--- src/rtl/uart_mmio_ctrl.sv ---
// MMIO controller bridging CPU loads/stores to the UART RX/TX handshakes, plus cycle/instruction counters.
// Build option: define UART_RX_FIFO_EN for an RX_DEPTH-entry RX FIFO; otherwise RX is a single-byte holding register.
module uart_mmio_ctrl #(
    parameter int RX_DEPTH = 8,
    parameter int AWIDTH   = 8
) (
    input  logic              clk,
    input  logic              rst_n,
    input  logic              req_valid,
    input  logic              req_we,
    input  logic [AWIDTH-1:0] req_addr,
    input  logic [31:0]       req_wdata,
    output logic [31:0]       rdata,
    output logic              rdata_valid,
    input  logic              inst_retired,
    input  logic [7:0]        uart_rx_data_out,
    input  logic              uart_rx_data_out_valid,
    output logic              uart_rx_data_out_ready,
    output logic [7:0]        uart_tx_data_in,
    output logic              uart_tx_data_in_valid,
    input  logic              uart_tx_data_in_ready
);

    localparam logic [AWIDTH-1:0] OFF_STATUS = AWIDTH'('h00);
    localparam logic [AWIDTH-1:0] OFF_RXDATA = AWIDTH'('h04);
    localparam logic [AWIDTH-1:0] OFF_TXDATA = AWIDTH'('h08);
    localparam logic [AWIDTH-1:0] OFF_CYCLE  = AWIDTH'('h10);
    localparam logic [AWIDTH-1:0] OFF_INSTR  = AWIDTH'('h14);
    localparam logic [AWIDTH-1:0] OFF_CCLEAR = AWIDTH'('h18);

    // The occupancy counter is sized for RX_DEPTH in both builds; only the capacity differs.
    localparam int RX_CW = $clog2(RX_DEPTH) + 1;
`ifdef UART_RX_FIFO_EN
    localparam int RX_CAP = RX_DEPTH;
`else
    localparam int RX_CAP = 1;
`endif

    logic load_req;
    logic store_req;
    logic ld_rxdata;
    logic st_status;
    logic st_txdata;
    logic cnt_clear;

    assign load_req  = req_valid & ~req_we;
    assign store_req = req_valid & req_we;
    assign ld_rxdata = load_req  & (req_addr == OFF_RXDATA);
    assign st_status = store_req & (req_addr == OFF_STATUS);
    assign st_txdata = store_req & (req_addr == OFF_TXDATA);
    assign cnt_clear = store_req & (req_addr == OFF_CCLEAR);

    logic unused_wdata_hi;
    assign unused_wdata_hi = ^req_wdata[31:8];

    // Keeps RX ready low until the first clock after reset release.
    logic rst_done_reg;
    always_ff @(posedge clk or negedge rst_n) begin
        if (!rst_n) rst_done_reg <= 1'b0;
        else        rst_done_reg <= 1'b1;
    end

    // ---------------- RX buffer ----------------
    logic [RX_CW-1:0] rx_count_reg;
    logic             rx_full;
    logic             rx_empty;
    logic             rx_push;
    logic             rx_pop;
    logic [7:0]       rx_head;

    assign rx_full  = (rx_count_reg == RX_CW'(RX_CAP));
    assign rx_empty = (rx_count_reg == '0);
    assign uart_rx_data_out_ready = rst_done_reg & ~rx_full;
    assign rx_push  = uart_rx_data_out_valid & uart_rx_data_out_ready;
    assign rx_pop   = ld_rxdata & ~rx_empty;

    always_ff @(posedge clk or negedge rst_n) begin
        if (!rst_n) begin
            rx_count_reg <= '0;
        end else begin
            case ({rx_push, rx_pop})
                2'b10:   rx_count_reg <= rx_count_reg + 1'b1;
                2'b01:   rx_count_reg <= rx_count_reg - 1'b1;
                default: rx_count_reg <= rx_count_reg;
            endcase
        end
    end

`ifdef UART_RX_FIFO_EN
    localparam int RX_PW = $clog2(RX_DEPTH);

    logic [7:0]       rx_mem [RX_DEPTH];
    logic [RX_PW-1:0] rx_wr_ptr_reg;
    logic [RX_PW-1:0] rx_rd_ptr_reg;

    always_ff @(posedge clk) begin
        if (rx_push) rx_mem[rx_wr_ptr_reg] <= uart_rx_data_out;
    end

    // Pointers wrap naturally because RX_DEPTH is a power of two.
    always_ff @(posedge clk or negedge rst_n) begin
        if (!rst_n) begin
            rx_wr_ptr_reg <= '0;
            rx_rd_ptr_reg <= '0;
        end else begin
            if (rx_push) rx_wr_ptr_reg <= rx_wr_ptr_reg + 1'b1;
            if (rx_pop)  rx_rd_ptr_reg <= rx_rd_ptr_reg + 1'b1;
        end
    end

    assign rx_head = rx_mem[rx_rd_ptr_reg];
`else
    logic [7:0] rx_hold_reg;

    always_ff @(posedge clk or negedge rst_n) begin
        if (!rst_n)       rx_hold_reg <= 8'h00;
        else if (rx_push) rx_hold_reg <= uart_rx_data_out;
    end

    assign rx_head = rx_hold_reg;
`endif

    // ---------------- TX holding register ----------------
    logic       tx_valid_reg;
    logic [7:0] tx_data_reg;
    logic       tx_overrun_reg;
    logic       tx_hs;
    logic       tx_accept;
    logic       tx_drop;

    assign tx_hs     = tx_valid_reg & uart_tx_data_in_ready;
    // A store landing on the completing handshake is treated as arriving at an empty register.
    assign tx_accept = st_txdata & (~tx_valid_reg | tx_hs);
    assign tx_drop   = st_txdata & ~tx_accept;

    always_ff @(posedge clk or negedge rst_n) begin
        if (!rst_n) begin
            tx_valid_reg <= 1'b0;
            tx_data_reg  <= 8'h00;
        end else if (tx_accept) begin
            tx_valid_reg <= 1'b1;
            tx_data_reg  <= req_wdata[7:0];
        end else if (tx_hs) begin
            tx_valid_reg <= 1'b0;
        end
    end

    always_ff @(posedge clk or negedge rst_n) begin
        if (!rst_n)                        tx_overrun_reg <= 1'b0;
        else if (tx_drop)                  tx_overrun_reg <= 1'b1;
        else if (st_status & req_wdata[2]) tx_overrun_reg <= 1'b0;
    end

    assign uart_tx_data_in       = tx_data_reg;
    assign uart_tx_data_in_valid = tx_valid_reg;

    // ---------------- Counters ----------------
    logic [31:0] cycle_cnt_reg;
    logic [31:0] instr_cnt_reg;

    always_ff @(posedge clk or negedge rst_n) begin
        if (!rst_n) begin
            cycle_cnt_reg <= '0;
            instr_cnt_reg <= '0;
        end else if (cnt_clear) begin
            cycle_cnt_reg <= '0;
            instr_cnt_reg <= '0;
        end else begin
            cycle_cnt_reg <= cycle_cnt_reg + 32'd1;
            if (inst_retired) instr_cnt_reg <= instr_cnt_reg + 32'd1;
        end
    end

    // ---------------- Load path ----------------
    logic [31:0] rd_val;

    always_comb begin
        rd_val = '0;
        case (req_addr)
            OFF_STATUS: rd_val = {29'd0, tx_overrun_reg, ~rx_empty, ~tx_valid_reg};
            OFF_RXDATA: rd_val = rx_empty ? 32'd0 : {24'd0, rx_head};
            OFF_CYCLE:  rd_val = cycle_cnt_reg;
            OFF_INSTR:  rd_val = instr_cnt_reg;
            default:    rd_val = '0;
        endcase
    end

    logic [31:0] rdata_reg;
    logic        rdata_valid_reg;

    always_ff @(posedge clk or negedge rst_n) begin
        if (!rst_n) begin
            rdata_reg       <= '0;
            rdata_valid_reg <= 1'b0;
        end else begin
            rdata_valid_reg <= load_req;
            if (load_req) rdata_reg <= rd_val;
        end
    end

    assign rdata       = rdata_reg;
    assign rdata_valid = rdata_valid_reg;

endmodule

--- config.mk ---
export PLATFORM = sky130hd
export DESIGN_NAME = uart_mmio_ctrl
export DESIGN_NICKNAME = d
export VERILOG_FILES = /design/src/rtl/uart_mmio_ctrl.sv
export SDC_FILE = /design/constraint.sdc
export NUM_CORES = 1
export LEC_CHECK = 0
export ABC_AREA = 1
export CAP_MARGIN = 40
export CORE_ASPECT_RATIO = 1.4
export CORE_MARGIN = 2
export CORE_UTILIZATION = 35
export CTS_CLUSTER_DIAMETER = 120
export DETAILED_ROUTE_END_ITERATION = 7
export PLACE_DENSITY = 0.57
export SYNTH_ARGS = -nofsm -noshare
export SYNTH_HDL_FRONTEND = slang
export SYNTH_SLANG_ARGS = --single-unit
--- constraint.sdc ---
create_clock -name clk -period 5.3 [get_ports clk]
set_input_delay 1.06 -clock clk [delete_from_list [all_inputs] [get_ports clk]]
set_output_delay 1.06 -clock clk [all_outputs]
set_load 0.02 [all_outputs]
==> results.yml <==
timing:
  fin_worst_skew_ps: 9.02
  relSlewSlack_pct: 51.2
  tightest_slew_ps: 730
  period_needed_ps: 3100
  hold_viol_final: 0
  setup_viol: 0
  report.final.slew_viol_count: 0
  fmax_ghz: 0.323
  fin_setup_tns_ps: 0
  rsz0062_at_grt: "no"
  timing.final.crit_share_pct: 58.4
die:
  fp.dieArea_sq_um: 20000
  die_y_microns: 166
  start_util_pct: 35.6
  die_w_microns: 120
  coreArea_sq_um: 18500
  row_count: 59
  num_io_pins: 98
critical_path:
  start_kind: "register"
  arrival_ps: 2040
  cpPeakStageDelay_ps: 660
  cp-end-kind: "primary output"
  path_max_fanout: 7
  rr_startpoint: "rx_count_reg[0]"
  worst_path_max_delay_cell: "clkdlybuf4s50_1"
  critPathRequiredTime_ps: 4240
  critical_path_class: "reg2out"
  startpoint: "rx_count_reg[1]"
  path_cells: "inv_1, ha_1, a21boi_2, clkdlybuf4s50_1"
cells_and_area:
  drive_gt1_share_pct: 8.18
  antenna_cells: 0
  stdcell_area_sq_um: 8170
  final_nets: 1052
  regArea_sq_um: 3000
  multi_input_area_sq_um: 3140
  syn2layout_area_growth_pct: 24.0
  nFillCells: 1889
  instances_no_fill: 1246
  final_core_util_pct: 44.1
detailed_routing:
  ant_nets: 0
  vias: 5982
  drt_iter0_markers: 444
  wl_per_cell_microns: 14.8
  drcViolationCount: 0
  wl_microns: 18400
  viasPerCell: 4.80
  drtPass1Iterations: 5
yosys:
  syn_area_sq_um: 6590
  synth_ff_type: "dfrtp_1"
  synth_compound_area_share_pct: 6.45
  synth-async-reset-ratio_pct: 100
  synth_edf_count: 0
  synth-simple-area-share_pct: 38.2
  yosys-top-cells-count: "304 x nand2_1, 140 x nor2_1, 120 x dfrtp_1"
  synth_area_leader_cell: "dfrtp_1"
  synth_top_area_share_pct: 45.5
  synth_fa_ha_area_share_pct: 1.33
  syn_nets: 976
  syn_inst: 914
  ys_seq_elements: 120
  ys_warn_count: 0
  syn_area_per_cell_sq_um: 7.21
  yosys.area_share.xor_xnor_pct: 1.59
  yosysUniqueCellTypes: 35
  ys_seq_area_share_pct: 45.5
  netlist_top_cells_area: "dfrtp_1 46%, nand2_1 17%, nor2_1 8.0%"
  yosysMostFrequentCell: "nand2_1"
  synth.mux.area_fraction_pct: 0
  synth_top_family_by_area: "simple AND/OR/NAND/NOR gates"
pwr:
  ir_drop_uv: 211
  power.total_mw: 2.85
  power.density_nw_per_um2: 348
  leakagePower_nw: 4.05
grt:
  grtUsageTotal_pct: 19.2
  grt_pass1_vias: 5823
  overflow: 0
  antenna_found_initial: 0
  grt_pass1_wl_microns: 30200
  grt_max_degree: 48
place:
  placed_area_sq_um: 7560
  place_congestion: 0.877
  dp.cells: 1215
  hpwl_microns: 13500
  portBuffers: 73
clocking:
  clk_pin_slew_ps: 50
  postCtsHoldBufs: 0
  cts_inserted_buffers: 17
  cts_tree: "built"
  cts_buffer_depth: 2
  htree_levels: 4
  postCtsSetupRepairBufs: 0
  cts_root_buf: "clkbuf_16"
  postCtsResizedCells: 0
  clock_latency_ps: 420
  clkSinkCount: 120
worst_hold_path:
  hold_class: "reg2reg"
  hp-start: "uart_tx_data_in[4]"
run:
  maxCapViolations: 0
status:
  status: "finished clean"
-- critical path: cells and delay by family, from the launching register on --
kind            cells  cell delay, ps
compound gates      1             270
fa+ha+maj           1             200
buf+inv             2             760
flops               1             380
-- layout make-up --
type / count / share of cell area [%]
flip-flops and latches: 120 / 36.7
inverters: 89 / 4.09
repair buffers: 79 / 9.46
well taps: 244 / 3.74
multi-input cells: 683 / 38.5
clock inverters: 8 / 1.78
clock buffers: 23 / 5.73
-- path summary, 6_finish.rpt --
path	end	slack [ps]	depth (start not counted)
max reg2reg	rx_count_reg[3]	2970	11
max	uart_rx_data_out_ready	2200	4
min	uart_tx_data_in[4]	470	2
max in group asynchronous	instr_cnt_reg[24]	3690	2
min in group asynchronous	rx_count_reg[3]	650	1
min reg2reg	uart_tx_data_in[4]	470	2
-- metal layers --
metal	vias up	routed length (microns)	track usage (%)
met1	2764	8020	23.3
met4	0	409	7.67
met5	-	0	0
met2	149	9240	33.4
met3	22	774	3.54
li1	3047	-	-
-- layout by cell type, fill, tap and decap left out --
master,n
bufinv_16,4
conb_1,1
nand3_1,78
xnor2_1,3
xor2_1,9
nor2_2,12
o21ai_0,30
nor3_1,9
a21boi_2,1
nand2_2,8
nor4_1,1
inv_2,9
nand2_1,304
nor2_4,12
inv_1,80
and3_1,2
clkbuf_8,2
nand4_1,11
clkbuf_16,17
a21oi_1,27
nand2_4,2
clkbuf_1,4
clkdlybuf4s50_1,72
clkinvlp_4,2
nand3b_1,1
nor2_1,139
nor3_2,1
and2_1,1
o2bb2ai_1,1
nand3_2,3
o21ai_1,4
clkinv_2,2
dfrtp_1,120
ha_1,7
o22ai_1,14
buf_4,7
a31oi_1,2
-- power by group --
| part | total, mW | switching [mW] | internal, mW |
|---|---|---|---|
| Clock | 1.22 | 0.414 | 0.807 |
| Combinational | 0.445 | 0.276 | 0.168 |
| Sequential | 1.18 | 0.140 | 1.04 |
| Total | 2.85 | 0.830 | 2.02 |
-- metrics by stage --
stage          hold slack (ps)  worst slack (ps)
5_1_grt                    492              1980
3_5_place_dp               459              1790
2_1_floorplan              443              2770
6_report                   469              2200
3_3_place_gp               455              1780
4_1_cts                    472              2180
-- cell families after synthesis --
kind of cell,Yosys count
and+or+nand+nor,584
adders and majority gates,7
buffers and inverters,111
other,1
AOI/OAI and AO/OA,79
xor gates and xnor gates,12
DFF,120
No activity file was read; power rests on OpenSTA's default activity.
